==> src/rtl/key_scan_ctrl.sv <==
// key_scan_ctrl: debounced key scanner with a per-key one-deep pending bit and a single event slot.
// Define KEY_AUTOREPEAT_EN to enable hold-to-repeat events.
module key_scan_ctrl #(
  parameter int N_KEYS       = 4,
  parameter int TICK_BITS    = 21,
  parameter int HOLD_TICKS   = 12,
  parameter int REPEAT_TICKS = 5
) (
  input  logic              clk,
  input  logic              rst_n,
  input  logic [N_KEYS-1:0] sw_low,
  output logic [N_KEYS-1:0] db,
  output logic              press_valid,
  input  logic              press_ready,
  output logic [2:0]        press_code,
  output logic              press_rpt,
  output logic              overflow
);

  localparam logic [2:0] IDLE = 3'd0;
  localparam logic [2:0] ARM1 = 3'd1;
  localparam logic [2:0] ARM2 = 3'd2;
  localparam logic [2:0] HELD = 3'd3;
  localparam logic [2:0] REL1 = 3'd4;
  localparam logic [2:0] REL2 = 3'd5;

  logic [N_KEYS-1:0]      sync1, sync2, level;
  logic [TICK_BITS-1:0]   tcnt;
  logic                   tick;
  logic [N_KEYS-1:0][2:0] st, st_nx;
  logic [N_KEYS-1:0]      ev, rpt_fire;
  logic [N_KEYS-1:0]      pend, pend_rpt;
  logic                   any_pend, g_rpt, load;
  logic [2:0]             g_idx;

  always_ff @(posedge clk or negedge rst_n) begin
    if (!rst_n) begin
      sync1 <= '1;
      sync2 <= '1;
      tcnt  <= '0;
    end else begin
      sync1 <= sw_low;
      sync2 <= sync1;
      tcnt  <= tcnt + 1'b1;
    end
  end

  assign level = ~sync2;
  assign tick  = (tcnt == '0);

  always_comb begin
    for (int i = 0; i < N_KEYS; i++) begin
      st_nx[i] = st[i];
      case (st[i])
        IDLE:    if (level[i])  st_nx[i] = ARM1;
        ARM1:    if (tick)      st_nx[i] = ARM2;
        ARM2:    if (tick)      st_nx[i] = HELD;
        HELD:    if (!level[i]) st_nx[i] = REL1;
        REL1:    if (tick)      st_nx[i] = REL2;
        REL2:    if (tick)      st_nx[i] = IDLE;
        default:                st_nx[i] = IDLE;
      endcase
      db[i] = (st[i] == ARM1) || (st[i] == ARM2)
           || (st[i] == HELD);
      ev[i] = ((st[i] == IDLE) && level[i])
           || rpt_fire[i];
    end
  end

  always_ff @(posedge clk or negedge rst_n) begin
    if (!rst_n) begin
      for (int i = 0; i < N_KEYS; i++) st[i] <= IDLE;
    end else begin
      st <= st_nx;
    end
  end

`ifdef KEY_AUTOREPEAT_EN
  localparam logic [7:0] HOLD_N = 8'(HOLD_TICKS);
  localparam logic [7:0] REP_N  = 8'(REPEAT_TICKS);

  logic [N_KEYS-1:0][7:0] hcnt;
  logic [N_KEYS-1:0]      hrep, hstep, hhit;

  // hrep selects the repeat interval once the first hold period has fired
  always_comb begin
    for (int i = 0; i < N_KEYS; i++) begin
      hstep[i]    = (st[i] == HELD) && level[i] && tick;
      hhit[i]     = (hcnt[i] + 8'd1)
                 == (hrep[i] ? REP_N : HOLD_N);
      rpt_fire[i] = hstep[i] && hhit[i];
    end
  end

  always_ff @(posedge clk or negedge rst_n) begin
    if (!rst_n) begin
      hcnt <= '0;
      hrep <= '0;
    end else begin
      for (int i = 0; i < N_KEYS; i++) begin
        if (st[i] != HELD) begin
          hcnt[i] <= 8'd0;
          hrep[i] <= 1'b0;
        end else if (hstep[i]) begin
          hcnt[i] <= hhit[i] ? 8'd0 : hcnt[i] + 8'd1;
          hrep[i] <= hrep[i] | hhit[i];
        end
      end
    end
  end
`else
  assign rpt_fire = '0;
`endif

  always_comb begin
    any_pend = 1'b0;
    g_idx    = 3'd0;
    g_rpt    = 1'b0;
    for (int i = N_KEYS - 1; i >= 0; i--) begin
      if (pend[i]) begin
        any_pend = 1'b1;
        g_idx    = 3'(i);
        g_rpt    = pend_rpt[i];
      end
    end
  end

  assign load = !press_valid || press_ready;

  // grant uses registered pend, so a new event is never granted on its set edge
  always_ff @(posedge clk or negedge rst_n) begin
    if (!rst_n) begin
      pend     <= '0;
      pend_rpt <= '0;
      overflow <= 1'b0;
    end else begin
      for (int i = 0; i < N_KEYS; i++) begin
        if (load && any_pend && g_idx == 3'(i))
          pend[i] <= 1'b0;
        if (ev[i] && !pend[i]) begin
          pend[i]     <= 1'b1;
          pend_rpt[i] <= rpt_fire[i];
        end
      end
      if (|(ev & pend)) overflow <= 1'b1;
    end
  end

  always_ff @(posedge clk or negedge rst_n) begin
    if (!rst_n) begin
      press_valid <= 1'b0;
      press_code  <= 3'd0;
      press_rpt   <= 1'b0;
    end else if (load) begin
      press_valid <= any_pend;
      if (any_pend) begin
        press_code <= g_idx;
        press_rpt  <= g_rpt;
      end
    end
  end

endmodule

==> config.mk <==
export PLATFORM = sky130hd
export DESIGN_NAME = key_scan_ctrl
export DESIGN_NICKNAME = d
export VERILOG_FILES = /design/src/rtl/key_scan_ctrl.sv
export SDC_FILE = /design/constraint.sdc
export NUM_CORES = 1
export LEC_CHECK = 0
export BUFFER_PORTS_ARGS = -buffer_cell sky130_fd_sc_hd__buf_4
export CAP_MARGIN = 5
export CORE_MARGIN = 5
export CORE_UTILIZATION = 45
export DETAILED_ROUTE_END_ITERATION = 7
export GPL_TIMING_DRIVEN = 0
export SYNTH_ARGS = -nofsm -noshare
export SYNTH_HDL_FRONTEND = slang
export SYNTH_SLANG_ARGS = --single-unit
==> constraint.sdc <==
create_clock -name clk -period 2.72 [get_ports clk]
set_clock_uncertainty 0.05 [all_clocks]
set_input_delay 0.272 -clock clk [delete_from_list [all_inputs] [get_ports clk]]
set_output_delay 0.272 -clock clk [all_outputs]
set_load 0.1 [all_outputs]
### Word-level counts from Yosys, hierarchy flattened

Cells that the tools add are included.

* register bits after elaboration: 50
* bits in latches: 0
* bits in writable memories: 0
* memory bits (read-only): 0
* output and inout bits: 10
* word-level logic and storage cells: 139
* memories: 0

* $add $sub $neg: 1
* multipliers: 0
* divide/modulo/power cells: 0
* magnitude comparators: 0
* eq/ne operators: 47
* shifts and indexed selects: 0
* multiplexer cells: 32
* bitwise gates (word level): 2
* reduce and logical (&&, ||, !) cells: 43

Operators by type and width (count)
* 3-bit case mux with 6 select lines: 4
* 2-bit != test, second input constant: 24
* 3-bit two-way mux: 15
* 3-bit by 2-bit == test with 1-bit output, second input constant: 10
* 3-bit == test, second input constant: 8
* 6-bit AND reduction: 4
* 21-bit by 1-bit adder with 21-bit output, second input constant: 1
* 21-bit logical NOT: 1
* 3-bit by 1-bit == test with 1-bit output, second input constant: 5
* 3-bit logical NOT: 5
* 1-bit logical AND: 13
* 1-bit two-way mux: 12
* 1-bit logical OR: 9
* 2-bit nonzero test: 4
* 1-bit logical NOT: 5
* 4-bit AND: 1
* 4-bit NOT: 1
* 4-bit OR reduction: 1
* 2-bit two-way mux: 1
* 2-bit AND reduction: 1

### Longest topological paths before layout

* word-level depth: 8
* depth in mapped cells: 8

### Worst setup path before layout

Ideal clock, no wire load.

* path type: register -> output
* start point: register st[3] in the netlist's numbering
* end point: output db[1]
* data arrival time: 1.857 ns
* path slack: 0.541 ns
* stages on the path, launching flop included: 4
* path buffers: 1
* path through: dfrtp_1 > clkbuf_1 > nor2_1 > nor2_1

* longest elaborated chain between the ends: 3

Ends and longest elaborated chain
* start: declaration: RTL line 30 `logic [N_KEYS-1:0][2:0] st, st_nx;`
* start signal: assignment: RTL line 74 `st <= st_nx;`
* 3-bit by 1-bit == test with 1-bit output / 3-bit by 2-bit == test with 1-bit output (equally long branches): RTL line 63 `db[i] = (st[i] == ARM1) || (st[i] == ARM2)`
* 1-bit logical OR: RTL line 63
* 1-bit logical OR (*): RTL line 64 `|| (st[i] == HELD);`
* end: declaration: RTL line 12 `output logic [N_KEYS-1:0] db,`

Mark *: on every way between the ends. The rest lies on a longest branch, timed or not.

### Worst setup path in the final report

* start point: register tcnt[0]
* end point: register st[6] in the netlist's numbering

* longest elaborated chain between the ends: 3

Ends and longest elaborated chain
* start: declaration: RTL line 28 `logic [TICK_BITS-1:0] tcnt;`
* start signal: assignment: RTL line 44 `tcnt <= tcnt + 1'b1;`
* 21-bit logical NOT (*): RTL line 49 `assign tick = (tcnt == '0);`
* 2-bit != test (no source line)
* 6-bit AND reduction (no source line) (*)

Marks and branches as above.
A chain may end at the register's enable or synchronous reset.

==> metrics.md <==
| Metric | Value |
|---|---|
| Outcome | `completed` |
| Cts repair resizes | `0` |
| Fin cells | `about 310` |
| Ports | `17` |
| Post-synth design cell area | `between 2000 and 2500 µm²` |
| R2r startpoint | `tcnt[0]` |
| Ys Warns | `0` |
| Fin. Hold Viols | `0` |
| Via-to-Cell Ratio | `approximately 5.2` |
| Internal power | `997 µW` |
| GRT met2 Usage | `between 20% and 30%` |
| Sequential Power Share | `between 50% and 60%` |
| Post-synthesis async set-or-reset flop share | `100%` |
| Worst EP arrival | `approximately 2.4 ns` |
| Initial Util | `~46%` |
| Met1 usage | `between 10% and 20%` |
| Core box area | `5070 µm²` |
| RSZ-0062 raised after global routing | `no` |
| CP required | `2.85 ns` |
| CTS root buffer | `clkbuf_8` |
| Largest net degree at the start of global routing | `50` |
| H-tree depth | `2` |
| Hold Crit Class | `in2reg` |
| Die width | `~80 µm` |
| Met3 Track Usage GR | `under 10%` |
| Inserted Clock Buffers | `5` |
| Slew Viols, Final | `0` |
| Placed insts | `between 300 and 400` |
| Syn avg cell area | `between 10 and 15 µm²` |
| Post-Synth Simple-Gate Area | `22.2%` |
| CTS tree | `built` |
| Primary FF master, synth | `dfrtp_1` |
| Synth area leaders | `dfrtp_1 44%, dfstp_2 9.0%, xnor2_1 6.4%` |
| Xor/xnor share of the synthesized area | `~7.2%` |
| Clock latency on the worst-skew pair | `roughly 0.3 ns` |
| Die Ht | `roughly 82 µm` |
| CTS hold repair buffers | `1` |
| Post-DP HPWL | `about 2800 µm` |
| First-pass iteration count of the detailed router | `4` |
| CP Capture Type | `flip-flop` |
| GP Congestion | `approximately 0.81` |
| DRT iter0 DRCs | `about 130` |
| # Post-CTS Setup Buffers | `0` |
| Crit path kind | `reg2reg` |
| Post-synthesis sequential area ratio | `a little over half` |
| Area delta synth->final | `12.8%` |
| First-pass GRT wire length | `7110 µm` |
| Top Usage Layer GRT | `met2` |
| Area leader, netlist | `dfrtp_1` |
| Setup TNS | `0 ns` |
| Clock sink total | `just under 50` |
| CP Max Fanout | `10` |
| Sw Pwr | `around 460 µW` |
| Fmax | `between 400 and 500 MHz` |
| Tot GR Track Use | `13.8%` |
| Post-Syn Instances | `between 200 and 250` |
| Leak pwr | `between 0.001 and 0.0015 µW` |
| Yosys cell types | `51` |
| Multi-input gate area in the final layout | `between 900 and 1000 µm²` |
| Yosys reg bits | `49` |
| Worst r2r dst | `st[6]` |
| Setup crit end | `st[6]` |
| Final wirelength | `between 4000 and 5000 µm` |
| I/O Buffers | `14` |
| Routed vias | `1606` |
| Register-to-Register Path Depth | `8` |
| Pwr per Cell Area | `555 nW/µm²` |
| Clock slew at reported path FFs | `about 0.09 ns` |
| Slew HR | `roughly 59%` |
| Antenna violations before repair | `0` |
| Combinational share of power | `between 15 and 20%` |
| Number of nets in the layout | `about 250` |
| Max Buffers Root-to-Sink | `2` |
| FILL cells | `roughly 470` |
| Number of flops mapped to enable cells by yosys | `0` |
| Mux contribution to synthesized area | `1.78%` |
| DR WL/cell | `roughly 13 µm` |
| ANT cells | `0` |
| Critical Path Source | `tcnt[0]` |
| Share of the synthesized area in the top cell type | `44.2%` |
| Synth Area in Adders | `1.08%` |
| Share of cells above drive strength 1 | `19.1%` |
| Vias in the first global route | `1523` |
| Setup slack, reg-to-reg | `roughly 0.5 ns` |
| Total grt overflow | `0` |
| Final setup vio count | `0` |
| Crit path time final | `approximately 2.2 ns` |
| Main combinational cell family by area after synthesis | `simple AND/OR/NAND/NOR gates` |
| Sw frac | `31.4%` |
| Period utilization | `81.8%` |
| Die Area | `~6700 µm²` |
| Max-Cap Viols | `0` |
| Synth Area in Compound Gates | `~10%` |
| Register area | `1240 µm²` |
| Drt drc | `0` |
| CP Launch Type | `flip-flop` |
| Row count | `26` |
| Final ANT Viol Nets | `0` |
| Clk pwr share | `between 20% and 30%` |
| Slew @ Worst Pin | `between 0.6 and 0.7 ns` |
| Peak VDD IR | `between 0.4 and 0.5 mV` |
[cell usage after synthesis, drive strengths merged, types with 2 or more instances]
master / count
a221oi: 3
o31ai: 2
a311o: 3
xor2: 2
buf: 6
and3: 5
and4: 5
or4: 3
dfstp: 8
nand3: 10
nand4: 5
dfrtp: 41
a21oi: 5
nor4: 10
a32oi: 3
nor2b: 4
o22ai: 2
nor3: 2
or2: 4
nand2b: 4
and2: 3
nand2: 17
clkbuf: 6
mux2i: 3
ha: 2
xnor2: 17
inv: 8
nor2: 14
o21ai: 5
[flip-flops by register name, summed over array words and instances, names as in the netlist]
register	cells
pend	4
tcnt	21
sync2	4
press_valid	1
sync1	4
st	12
press_code	2
overflow	1
[layout by cell type, fill, tap and decap left out, types with 2 or more instances in the layout]
| master | netlist | layout |
|---|---|---|
| nand2_1 | 17 | 17 |
| a32oi_1 | 3 | 3 |
| nand2b_1 | 4 | 4 |
| ha_1 | 2 | 2 |
| dfstp_2 | 8 | 8 |
| a21oi_1 | 5 | 5 |
| clkbuf_8 | 0 | 5 |
| nor2b_1 | 4 | 4 |
| nand4_1 | 5 | 5 |
| dfrtp_1 | 41 | 41 |
| xnor2_1 | 17 | 17 |
| nor3_1 | 2 | 2 |
| clkbuf_1 | 6 | 6 |
| and4_1 | 5 | 5 |
| or2_2 | 3 | 3 |
| buf_6 | 2 | 2 |
| nor2_1 | 13 | 13 |
| o31ai_1 | 2 | 2 |
| xor2_1 | 2 | 2 |
| conb_1 | 1 | 2 |
| a311o_1 | 3 | 3 |
| and3_1 | 5 | 5 |
| nor4_1 | 10 | 10 |
| mux2i_1 | 3 | 3 |
| o22ai_1 | 2 | 2 |
| a221oi_1 | 2 | 2 |
| buf_4 | 3 | 17 |
| inv_1 | 8 | 8 |
| or4_4 | 2 | 2 |
| and2_1 | 3 | 3 |
| nand3_1 | 10 | 10 |
| o21ai_0 | 4 | 4 |
[power by group through the flow]
stage	Clock (µW)	Sequential [µW]	Combinational, µW
global route	477	784	258
floorplan	0	918	57.6
CTS	454	779	246
global placement	0	792	244
finish	431	779	243
detailed placement	0	794	244
[worst min-delay path by stage]
stage | from | to | slack, ns | depth (start not counted)
after global placement | rst_n | press_code[1] | 0.28 | 1
after floorplan | rst_n | overflow | -0.07 | 0
final | sw_low[1] | sync1[1] | 0.02 | 1
after global routing | sw_low[1] | sync1[1] | 0.0009 | 1
after detailed placement | rst_n | press_code[1] | 0.28 | 1
after CTS | sw_low[1] | sync1[1] | 0.003 | 1
[routing by layer]
layer	share of wire, %	vias to the layer above
met5	0	-
met4	1.6	0
met3	3.3	6
met2	45	19
met1	50	754
li1	-	827
[per-stage QoR]
stage          power, µW  utilization [%]  hold slack (ns)  worst slack [ns]  area (µm²)
6_report            1450             51.6           0.0169             0.496        2620
5_1_grt             1520             51.6         0.000923             0.306        2620
4_1_cts             1480             51.6          0.00316             0.485        2620
3_5_place_dp        1040             49.7            0.279             0.511        2520
3_3_place_gp        1040             49.7            0.279             0.441        2520
2_1_floorplan        976                -          -0.0736             0.541        2330
[worst max-delay path: stages (launching register included)]
cell	delay (ns)
dfrtp_1	0.43
inv_1	0.09
ha_1	0.15
nor4b_1	0.27
and3_1	0.21
clkbuf_1	0.31
buf_2	0.32
mux2i_1	0.21
nand2_1	0.07
[cell type report]
class | instances | area share [%]
Timing Repair Buffer | 15 | 4.39
Inverter | 8 | 1.15
Sequential cell | 49 | 47.2
Multi-Input combinational cell | 149 | 37.7
Clock buffer | 5 | 2.63
Buffer | 12 | 2.77
Tap cell | 70 | 3.34
Clock inverter | 3 | 0.812
[logic make-up after synthesis]
logic type | count (synthesis)
flops | 49
simple gates | 91
xor+xnor | 19
buf+inv | 20
fa+ha+maj | 2
compound gates | 31
mux | 4
other cells | 1
Note: power is estimated with default switching activity, not from simulation.
